`src/rtl/player_sprite_pkg.sv`:
```
// Shared definitions for the player sprite slots: sprite geometry, the fixed
// colour palette and the bus register offsets.
package player_sprite_pkg;

  localparam int SPR_W = 32;
  localparam int SPR_H = 64;

  localparam logic [1:0] REG_X0    = 2'd0;
  localparam logic [1:0] REG_Y0    = 2'd1;
  localparam logic [1:0] REG_CTRL  = 2'd2;
  localparam logic [1:0] REG_FLASH = 2'd3;

  // Element 0 is the transparent index and never reaches the output.
  localparam logic [7:0][11:0] PALETTE = {
    12'hFFF, 12'hF0F, 12'h0FF, 12'hFF0,
    12'h00F, 12'h0F0, 12'hF00, 12'h000
  };

endpackage

```
`src/rtl/player_sprite_hit.sv`:
```
// Combinational hit test and sprite RAM read address for one 32x64 sprite.
// Shared by both player slots.
module player_sprite_hit
  import player_sprite_pkg::*;
(
  input  logic [10:0] x,
  input  logic [10:0] y,
  input  logic [10:0] x0,
  input  logic [10:0] y0,
  input  logic        enable,
  input  logic        hide,
  input  logic        flip_h,
  output logic        hit,
  output logic [10:0] ram_addr
);

  logic [11:0] dx;
  logic [11:0] dy;
  logic [4:0]  col;
  logic        in_box;

  assign dx = {1'b0, x} - {1'b0, x0};
  assign dy = {1'b0, y} - {1'b0, y0};

  // A zero upper field means 0 <= d < size; negatives carry the sign bit.
  assign in_box = (dx[11:5] == 7'd0) && (dy[11:6] == 6'd0);
  assign hit    = enable & ~hide & in_box;

  assign col      = flip_h ? (5'd31 - dx[4:0]) : dx[4:0];
  assign ram_addr = {dy[5:0], col};

endmodule

```
`src/rtl/player2_sprite_core.sv`:
```
// Player-2 sprite slot: bus-programmed position/control with frame-synchronous
// commit, flash blink, sprite RAM addressing and a 2-stage colour overlay.
module player2_sprite_core
  import player_sprite_pkg::*;
#(
  parameter int CD      = 12,
  parameter int ADDR_W  = 11,
  parameter int DATA_W  = 3,
  parameter int KEY_IDX = 0
) (
  input  logic              clk,
  input  logic              reset,
  input  logic [10:0]       x,
  input  logic [10:0]       y,
  input  logic              frame_start,
  input  logic              cs,
  input  logic              write,
  input  logic [13:0]       addr,
  input  logic [31:0]       wr_data,
  input  logic [CD-1:0]     si_rgb,
  output logic [ADDR_W-1:0] ram_addr_r,
  output logic              ram_we,
  output logic [ADDR_W-1:0] ram_addr_w,
  output logic [DATA_W-1:0] ram_din,
  input  logic [DATA_W-1:0] ram_dout,
  output logic [CD-1:0]     so_rgb
);

  logic        bus_wr;
  logic        reg_wr;
  logic        hit;
  logic        hide;
  logic [10:0] hit_addr;

  logic [10:0] x0_pend_q, x0_pend_d, y0_pend_q, y0_pend_d;
  logic [1:0]  ctrl_pend_q, ctrl_pend_d;
  logic [10:0] x0_act_q, x0_act_d, y0_act_q, y0_act_d;
  logic [1:0]  ctrl_act_q, ctrl_act_d;
  logic [5:0]  flash_cnt_q, flash_cnt_d;
  logic        hit_d1_q, hit_d1_d;
  logic [CD-1:0] si_d1_q, si_d1_d;
  logic [CD-1:0] so_rgb_q, so_rgb_d;

  logic unused_bus_bits;
  assign unused_bus_bits = &{1'b0, addr[12:11], wr_data[31:11]};

  assign bus_wr     = cs & write;
  assign reg_wr     = bus_wr & addr[13];
  assign ram_we     = bus_wr & ~addr[13];
  assign ram_addr_w = addr[ADDR_W-1:0];
  assign ram_din    = wr_data[DATA_W-1:0];

  assign hide = (flash_cnt_q != 6'd0) & flash_cnt_q[2];

  player_sprite_hit u_hit (
    .x        (x),
    .y        (y),
    .x0       (x0_act_q),
    .y0       (y0_act_q),
    .enable   (ctrl_act_q[0]),
    .hide     (hide),
    .flip_h   (ctrl_act_q[1]),
    .hit      (hit),
    .ram_addr (hit_addr)
  );

  assign ram_addr_r = hit_addr;
  assign so_rgb     = so_rgb_q;

  always_comb begin
    x0_pend_d   = x0_pend_q;
    y0_pend_d   = y0_pend_q;
    ctrl_pend_d = ctrl_pend_q;
    x0_act_d    = x0_act_q;
    y0_act_d    = y0_act_q;
    ctrl_act_d  = ctrl_act_q;
    flash_cnt_d = flash_cnt_q;

    if (reg_wr) begin
      case (addr[1:0])
        REG_X0:   x0_pend_d   = wr_data[10:0];
        REG_Y0:   y0_pend_d   = wr_data[10:0];
        REG_CTRL: ctrl_pend_d = wr_data[1:0];
        default:  ;
      endcase
    end

    // Commit uses the pending value from before any same-cycle write.
    if (frame_start) begin
      x0_act_d   = x0_pend_q;
      y0_act_d   = y0_pend_q;
      ctrl_act_d = ctrl_pend_q;
    end

    if (reg_wr && addr[1:0] == REG_FLASH) begin
      flash_cnt_d = wr_data[5:0];
    end else if (frame_start && flash_cnt_q != 6'd0) begin
      flash_cnt_d = flash_cnt_q - 6'd1;
    end

    hit_d1_d = hit;
    si_d1_d  = si_rgb;

    if (hit_d1_q && ram_dout != DATA_W'(KEY_IDX)) begin
      so_rgb_d = CD'(PALETTE[ram_dout]);
    end else begin
      so_rgb_d = si_d1_q;
    end
  end

  always_ff @(posedge clk) begin
    if (reset) begin
      x0_pend_q   <= '0;
      y0_pend_q   <= '0;
      ctrl_pend_q <= '0;
      x0_act_q    <= '0;
      y0_act_q    <= '0;
      ctrl_act_q  <= '0;
      flash_cnt_q <= '0;
      hit_d1_q    <= 1'b0;
      si_d1_q     <= '0;
      so_rgb_q    <= '0;
    end else begin
      x0_pend_q   <= x0_pend_d;
      y0_pend_q   <= y0_pend_d;
      ctrl_pend_q <= ctrl_pend_d;
      x0_act_q    <= x0_act_d;
      y0_act_q    <= y0_act_d;
      ctrl_act_q  <= ctrl_act_d;
      flash_cnt_q <= flash_cnt_d;
      hit_d1_q    <= hit_d1_d;
      si_d1_q     <= si_d1_d;
      so_rgb_q    <= so_rgb_d;
    end
  end

endmodule
```
`config.mk`:
```
export PLATFORM = sky130hd
export DESIGN_NAME = player2_sprite_core
export DESIGN_NICKNAME = d
export VERILOG_FILES = /design/src/rtl/player_sprite_pkg.sv /design/src/rtl/player_sprite_hit.sv /design/src/rtl/player2_sprite_core.sv
export SDC_FILE = /design/constraint.sdc
export NUM_CORES = 1
export LEC_CHECK = 0
export CAP_MARGIN = 20
export CORE_UTILIZATION = 30
export CTS_BUF_LIST = sky130_fd_sc_hd__clkbuf_4
export DETAILED_ROUTE_END_ITERATION = 10
export GPL_ROUTABILITY_DRIVEN = 1
export MAX_ROUTING_LAYER = met4
export PLACE_DENSITY_LB_ADDON = 0.2
export SYNTH_ARGS = -nofsm -noshare
export SYNTH_HDL_FRONTEND = slang
export SYNTH_SLANG_ARGS = --single-unit
```
`constraint.sdc`:
```
create_clock -name clk -period 2.8 [get_ports clk]
set_input_delay 0.56 -clock clk [delete_from_list [all_inputs] [get_ports clk]]
set_output_delay 0.56 -clock clk [all_outputs]
set_load 0.02 [all_outputs]
```
==> results of run 1 <==
## layer usage
layer | share of wire (%) | global-route usage, %
met5 | 0 | -
met4 | 1.0 | 5.391
met3 | 2.8 | 2.155
met2 | 48 | 22.46
met1 | 48 | 18.50
## power by group through the flow
stage | clock, uW | combinational [uW] | sequential, uW
after floorplan | 0 | 408 | 1240
after global placement | 0 | 606 | 1250
after detailed placement | 0 | 616 | 1250
after CTS | 807 | 614 | 1220
after global routing | 859 | 675 | 1230
final | 783 | 609 | 1220
## timing repair
item,in CTS,in global routing
pin swaps,1,7
gates resized for setup,31,14
setup buffers,0,1
endpoints found under the setup margin,9,8
## worst paths after layout
path / endpoint / slack [ps]
worst max-delay path: ram_addr_r[3] / 150
worst min-delay path: so_rgb[2] / 450
worst max register to register: hit_d1_q / 460
worst min register to register: so_rgb[2] / 450
## layout by cell type, fill, tap and decap left out, types with 3 or more instances in the layout
master / Yosys / routed
xnor2_1: 13 / 13
o21a_1: 3 / 3
clkbuf_4: 0 / 10
or2_2: 10 / 10
nor2b_1: 22 / 21
nor4_1: 3 / 3
mux2i_1: 50 / 50
clkdlybuf4s50_1: 0 / 72
dfxtp_1: 79 / 79
nand2_1: 21 / 21
nor2_1: 67 / 67
nor3_1: 12 / 11
xor2_1: 8 / 8
nand2b_1: 6 / 6
nand3_1: 5 / 5
a211oi_1: 5 / 5
inv_1: 37 / 36
buf_2: 4 / 4
a21oi_1: 26 / 25
o2111ai_1: 3 / 3
o21ai_1: 4 / 3
buf_4: 14 / 31
o21ai_0: 9 / 9
ha_1: 24 / 22
## cells by family (layout without fill, tap and decap cells)
| family | after synthesis | after routing | synth area share (%) |
|---|---|---|---|
| AND/OR/NAND/NOR | 154 | 154 | 17.92 |
| XOR/XNOR | 21 | 21 | 4.449 |
| AO/OA/AOI/OAI | 67 | 67 | 10.50 |
| flip-flops | 79 | 79 | 38.26 |
| adder cells (fa/ha/maj) | 27 | 27 | 8.475 |
| buffers and inverters | 71 | 166 | 8.020 |
| multiplexers | 51 | 51 | 12.38 |
## cell type report
cell class,instances,area [sq um]
clock buffers,10,75.07
clock inverters,6,92.59
fillers,1382,7966
inverters,37,138.9
multi-input cells,320,2246
flip-flops and latches,79,1582
well taps,176,220.2
repair buffers,113,1027
## stage by stage
stage | setup TNS [ps] | setup slack, ps | std cells | cell area, sq um
after floorplan | 0 | 382.3 | 470 | 4134
after global placement | -2891 | -522.2 | 724 | 5213
after detailed placement | -3097 | -535.0 | 724 | 5213
after CTS | -21.46 | -11.83 | 740 | 5375
after global routing | 0 | 72.50 | 741 | 5381
final | 0 | 154.0 | 741 | 5381
## state kept, by name (all words and copies together), names as in the netlist
signal and count:
si_d1_q 12, so_rgb 12, x0_act_q 11, x0_pend_q 11, y0_act_q 11, y0_pend_q 11, flash_cnt_q 6, ctrl_act_q 2
ctrl_pend_q 2, hit_d1_q 1
## worst max-delay path, delay by kind of cell
family                   cells  cell delay, ps
AO/OA/AOI/OAI                1             150
XOR/XNOR                     1             140
adder cells (fa/ha/maj)      1             270
buffers and inverters        3             730
AND/OR/NAND/NOR              2             230
==> flow_summary.yaml, run 1 <==
clock_tree:
  numCtsBuffers: 9
  htreeDepth: 3
  clk_latency_ps: 420
  cts_root_buf: "clkbuf_4"
  cts.path.max_buffers: 2
  cts_tree: "built"
  cts_hold_buf: 0
  cts.sinks: 79
  path_clk_slew_ps: 120
floorplan:
  die_w_um: 119.4
  initial_utilization_pct: 30.97
  die_h_um: 119.4
  core_area_sq_um: 13350
  dieArea_sq_um: 14250
  num_rows: 42
  ios: 126
layout:
  final_core_util_pct: 40.32
  areaGrowthSynthToFinish_pct: 30.18
  layout-drive-gt1-share_pct: 13.81
  diodes: 0
  layout.nets: 674
synthesis:
  synth_edf_count: 0
  ys_async_sr_fraction_pct: 0
  ys_top_cells_by_area: "dfxtp_1 (38%), mux2i_1 (12%), ha_1 (7.3%)"
  yosysMostFrequentCell: "dfxtp_1"
  yosys_warnings: 0
  ys_seq_elements: 79
  yosysSeqAreaShare_pct: 38.26
  avgSynthCellArea_sq_um: 8.796
  synth.distinct_cells: 47
  synth_cells: 470
  synthTopCellsByCount: "dfxtp_1 (79), nor2_1 (67), mux2i_1 (50)"
  yosys_most_used_dff: "dfxtp_1"
  yosysTopAreaCell: "dfxtp_1"
  synth.top_cell.area_share_pct: 38.26
  syn-num-nets: 584
  syn_area_sq_um: 4134
route:
  vias: 3413
  vias_per_cell: 4.606
  drt_first_pass_iters: 8
  detail-route-antenna-nets: 0
  first_iter_violations: 153
  drcViolationCount: 0
  wl_mm: 9.701
  wire_per_inst_um: 13.09
power_and_ir_drop:
  comb_power_share_pct: 23.3
  power_uw: 2614
  power.density_nw_per_um2: 485.8
  power.internal_uw: 1870
  clock_power_share_pct: 30.0
  power_frac_seq_pct: 46.8
  ir_drop_v: 0.0001844
  p_leak_uw: 0.002228
  p_sw_uw: 744.2
  switching_share_pct: 28.47
worst_setup_path:
  r2r_start: "y0_act_q[0]"
  crit_chain: "clkdlybuf4s50_1 -> buf_4 -> ha_1 -> nor2b_1 -> o21ai_0 -> nand2b_1 -> xnor2_1 -> buf_2"
  cp_max_fo: 2
  cp-end-kind: "output port"
  worstSetupPathType: "in2out"
  cpPeakStageDelay_ps: 420
  r2r_cells: 11
  critPathLaunch: "x[1]"
  cp_slowest_cell: "clkdlybuf4s50_1"
  cp.required_ps: 2240
  start_kind: "input pin"
  critPathArrivalTime_ps: 2090
sta:
  hold_violations: 0
  final-setup-viol-count: 0
  clock_skew_ps: 17.86
  rsz0062_at_grt: "no"
  hold_ws_ps: 446.6
  worst_pin_slew_ps: 698.3
  period_needed_ps: 2646
  relSlewSlack_pct: 53.05
  fin_crit_sh_pct: 94.50
  clock.fmax_mhz: 377.9
  slew_violations: 0
placement:
  port_buffers: 84
  globalplace.congestion: 0.8823
  dp_hpwl_mm: 7.420
grt:
  grt_start_max_net_pins: 73
  antenna_found_initial: 0
  grt_pass1_vias: 3263
  grt_remaining_overflow: 0
  grt_pass1_wl_mm: 15.61
  track_usage_pct: 14.28
flow_run:
  drv_cap: 0
min_path:
  hold_depth: 2
  hp-class: "reg2reg"
  hold_start: "si_d1_q[2]"
status:
  outcome: "completed"
Note: power is estimated with default switching activity, not from simulation.
==> run 2, diff against run 1 <==
Settings changed: CTS_BUF_LIST sky130_fd_sc_hd__clkbuf_4 to sky130_fd_sc_hd__clkbuf_16.
==> run 2 against run 1 <==
Net effect:
- first-iteration DRC count decreased by 15%
- cell area increased by 2.9%
- critical path depth unchanged
- total power increased by 17%
- sequential cell count unchanged
- clock power increased by 57%
- clock-buffer cell count decreased by 1
- cell count unchanged
- die area unchanged
- critical endpoint unchanged
==> flow_summary.yaml, run 2 (same netlist as run 1, synthesis figures left out) <==
status:
  outcome: "completed"
grt:
  grt_remaining_overflow: 0
  track_usage_pct: 14.28
  grt_start_max_net_pins: 73
  antenna_found_initial: 0
  grt_pass1_vias: 3255
  grt_pass1_wl_mm: 15.60
layout:
  areaGrowthSynthToFinish_pct: 33.90
  instances_no_fill: 741
  diodes: 0
  layout.nets: 674
  fill_cells: 1370
  layout-drive-gt1-share_pct: 13.63
  layout_commonest_cell: "dfxtp_1"
  final_area_sq_um: 5535
  register_area_sq_um: 1582
  final_cell_mix: "dfxtp_1 (79), clkdlybuf4s50_1 (72), nor2_1 (67)"
  multiInputGateArea_sq_um: 2246
clock_tree:
  cts.sinks: 79
  htreeDepth: 3
  cts_hold_buf: 0
  clk_latency_ps: 320
  cts_tree: "built"
  numCtsBuffers: 9
  cts.path.max_buffers: 2
  cts_root_buf: "clkbuf_16"
  path_clk_slew_ps: 60
worst_setup_path:
  cp.required_ps: 2240
  cp-end-kind: "output port"
  r2r_cells: 11
  cp_max_fo: 2
  critPathLaunch: "x[1]"
  critPathArrivalTime_ps: 2090
  worstSetupPathType: "in2out"
  r2r_start: "y0_act_q[0]"
  cp-endpoint: "ram_addr_r[3]"
  r2r-end: "hit_d1_q"
  rrSetupSlack_ps: 460
  start_kind: "input pin"
floorplan:
  core_area_sq_um: 13350
  dieArea_sq_um: 14250
  die_h_um: 119.4
  ios: 126
  num_rows: 42
  die_w_um: 119.4
  initial_utilization_pct: 30.97
route:
  detail-route-antenna-nets: 0
  drcViolationCount: 0
  wire_per_inst_um: 13.06
  wl_mm: 9.674
  first_iter_violations: 130
  vias: 3400
  vias_per_cell: 4.588
  drt_first_pass_iters: 6
placement:
  place_inst: 724
  placed_cell_area_sq_um: 5213
  dp_hpwl_mm: 7.420
  port_buffers: 84
  globalplace.congestion: 0.8823
  place_worst_setup_slack_ps: -535.0
power_and_ir_drop:
  p_sw_uw: 785.6
  clock_power_share_pct: 40.2
  power.internal_uw: 2275
  ir_drop_v: 0.0003220
  power_frac_seq_pct: 39.9
  power.density_nw_per_um2: 553.0
  p_leak_uw: 0.002299
  switching_share_pct: 25.66
  comb_power_share_pct: 19.8
sta:
  slew_violations: 0
  fin_crit_sh_pct: 94.51
  relSlewSlack_pct: 51.23
  worst_pin_slew_ps: 731.6
  period_needed_ps: 2646
  rsz0062_at_grt: "no"
  clock.fmax_mhz: 377.9
  final-setup-viol-count: 0
  clock_skew_ps: 5.146
  timing.final.ws_setup_ps: 153.7
  hold_violations: 0
flow_run:
  drv_cap: 0
min_path:
  hold_depth: 2
  hp-class: "reg2reg"
## run 2: cell types whose count changed in the layout (fill, tap and decap cells not counted)
| cell | delta |
|---|---|
| clkbuf_16 | +9 |
| clkbuf_4 | -10 |
| inv_1 | +1 |
## run 2: power by group through the flow
stage	Combinational [uW]	Clock, uW	Sequential [uW]
2_1_floorplan	408	0	1240
3_3_place_gp	606	0	1250
3_5_place_dp	616	0	1250
4_1_cts	614	1260	1220
5_1_grt	672	1330	1230
6_report	608	1230	1220
## run 2: layout make-up
class | count | area share (%)
Clock buffer | 9 | 4.069
Clock inverter | 7 | 1.741
Inverter | 37 | 2.509
Multi-Input combinational cell | 320 | 40.57
Sequential cell | 79 | 28.57
Tap cell | 176 | 3.978
Timing Repair Buffer | 113 | 18.56
## run 2: worst min path at each step
stage / endpoint / startpoint / slack, ps
CTS: so_rgb[2] / si_d1_q[2] / 440
floorplan: so_rgb[0] / si_d1_q[0] / 420
global placement: so_rgb[1] / si_d1_q[1] / 430
finish: so_rgb[2] / si_d1_q[2] / 440
global route: so_rgb[2] / si_d1_q[2] / 460
detailed placement: so_rgb[2] / si_d1_q[2] / 430
## run 2: what timing repair did
action | CTS | global route
gates resized for setup | 31 | 14
buffers inserted | 0 | 1
endpoints found under the setup margin | 9 | 8
pin swaps | 1 | 7
## run 2: worst max-delay path: stages
cell	delay [ps]
clkdlybuf4s50_1	420
buf_4	140
ha_1	270
nor2b_1	140
o21ai_0	150
nand2b_1	90
xnor2_1	140
buf_2	170
## run 2: routing by layer
metal  wire length [um]  share of wire, %  vias to the layer above  track usage (%)
met5                  0                 0                        -                -
met4                 57              0.59                        0            3.516
met3                302               3.1                        4            3.305
met2               4673                48                       63            22.35
met1               4641                48                     1584            18.58
li1                   -                 -                     1749                -
## run 2: stage by stage
| step | power, uW | utilization, % | hold WS, ps | TNS [ps] |
|---|---|---|---|---|
| floorplan | 1653 | - | 421.8 | 0 |
| finish | 3061 | 41.47 | 436.7 | 0 |
| detailed placement | 1864 | 39.05 | 431.7 | -3097 |
| global route | 3229 | 41.47 | 455.1 | 0 |
| global placement | 1852 | 39.05 | 425.3 | -2891 |
| CTS | 3101 | 41.42 | 441.0 | -21.47 |
==> run 3, diff against run 2 <==
Settings changed: CORE_ASPECT_RATIO set to 1.25, CORE_MARGIN set to 2.
==> run 3 against run 2 <==
Net effect:
- utilization rose by 0.59 points
- worst hold slack improved by 0.93 ps
- critical endpoint is now ram_addr_r[8]
- cell area rose by 1.4%
==> flow_summary.yaml, run 3 (same netlist as run 1, synthesis figures left out) <==
grt:
  grt_pass1_wl_mm: 15.10
  grt_remaining_overflow: 0
  grt_start_max_net_pins: 73
  antenna_found_initial: 0
  track_usage_pct: 13.47
  grt_pass1_vias: 3222
floorplan:
  initial_utilization_pct: 30.97
  core_area_sq_um: 13350
  die_w_um: 109.0
  ios: 126
  dieArea_sq_um: 14740
  num_rows: 47
  die_h_um: 135.2
worst_setup_path:
  cp-end-kind: "output port"
  critPathArrivalTime_ps: 2140
  worstSetupPathType: "in2out"
  cp.required_ps: 2240
  cp_max_fo: 2
  start_kind: "input pin"
power_and_ir_drop:
  ir_drop_v: 0.0003536
  comb_power_share_pct: 20.5
  power.internal_uw: 2271
  switching_share_pct: 25.13
  power.density_nw_per_um2: 540.2
  p_sw_uw: 762.2
  power_frac_seq_pct: 40.3
  p_leak_uw: 0.002349
  clock_power_share_pct: 39.2
layout:
  layout.nets: 676
  diodes: 0
  areaGrowthSynthToFinish_pct: 35.80
  layout_commonest_cell: "dfxtp_1"
  final_area_sq_um: 5614
  final_core_util_pct: 42.06
  layout-drive-gt1-share_pct: 14.99
  final_cell_mix: "dfxtp_1 (79), clkdlybuf4s50_1 (69), nor2_1 (66)"
clock_tree:
  cts.path.max_buffers: 2
  cts.sinks: 79
  numCtsBuffers: 9
  path_clk_slew_ps: 50
  cts_hold_buf: 0
  cts_root_buf: "clkbuf_16"
  cts_tree: "built"
  clk_latency_ps: 330
  htreeDepth: 3
sta:
  hold_violations: 0
  relSlewSlack_pct: 52.29
  rsz0062_at_grt: "no"
  clock.fmax_mhz: 370.6
  final-setup-viol-count: 0
  fin_crit_sh_pct: 96.38
  worst_pin_slew_ps: 715.7
  setup-tns-final_ps: 0
  timing.final.ws_setup_ps: 101.3
  clock_skew_ps: 5.050
  period_needed_ps: 2699
  slew_violations: 0
route:
  detail-route-antenna-nets: 0
  vias_per_cell: 4.570
  wire_per_inst_um: 12.90
  vias: 3373
  drt_first_pass_iters: 6
  wl_mm: 9.517
  first_iter_violations: 122
  drcViolationCount: 0
placement:
  port_buffers: 84
  globalplace.congestion: 0.7677
  place_worst_setup_slack_ps: -584.4
  dp_hpwl_mm: 7.343
  placed_cell_area_sq_um: 5206
flow_run:
  drv_cap: 0
status:
  outcome: "completed"
min_path:
  hp-class: "reg2reg"
## run 3: layout make-up
class,instances,area (sq um)
clock inverters,7,81.33
clock buffers,9,225.2
fillers,1313,7735
inverters,37,138.9
multi-input cells,320,2310
repair buffers,115,1064
flip-flops and latches,79,1582
well taps,171,214.0
## run 3: through the flow
stage	std cells	total power, uW	hold WS (ps)
after floorplan	470	1653	421.8
after global placement	719	1850	429.1
after detailed placement	719	1866	429.2
after CTS	736	3065	438.5
after global routing	738	3185	469.4
final	738	3033	437.6
## run 3: critical path, stage by stage
cell and delay, ps:
clkdlybuf4s50_1 460, ha_1 300, nor2b_1 140, o21ai_2 150, nand2b_1 80, xor2_1 110
dlygate4sd2_1 340
## run 3: worst paths after layout
kind | startpoint | end | slack (ps) | cells past startpoint
worst max-delay path | y[1] | ram_addr_r[8] | 100 | 7
worst min-delay path | si_d1_q[3] | so_rgb[3] | 440 | 2
worst max register to register | x0_act_q[0] | hit_d1_q | 330 | 12
worst min register to register | si_d1_q[3] | so_rgb[3] | 440 | 2
## run 3: power groups by stage
stage          Clock, uW  Sequential [uW]  Combinational [uW]
2_1_floorplan          0             1240                 408
3_3_place_gp           0             1240                 607
3_5_place_dp           0             1250                 620
4_1_cts             1220             1220                 622
5_1_grt             1270             1230                 684
6_report            1190             1220                 622
## run 3: routing by layer
layer,up-vias,global-route usage [%],share of wire [%]
li1,1754,-,-
met1,1525,16.37,45
met2,79,21.91,50
met3,15,2.165,3.7
met4,0,5.840,1.8
met5,-,-,0
## run 3: timing repair
action                     4_1_cts  5_1_grt
gates resized for setup         35       19
setup endpoints to repair       10        7
pin swaps                        3       20
setup buffers                    1        2
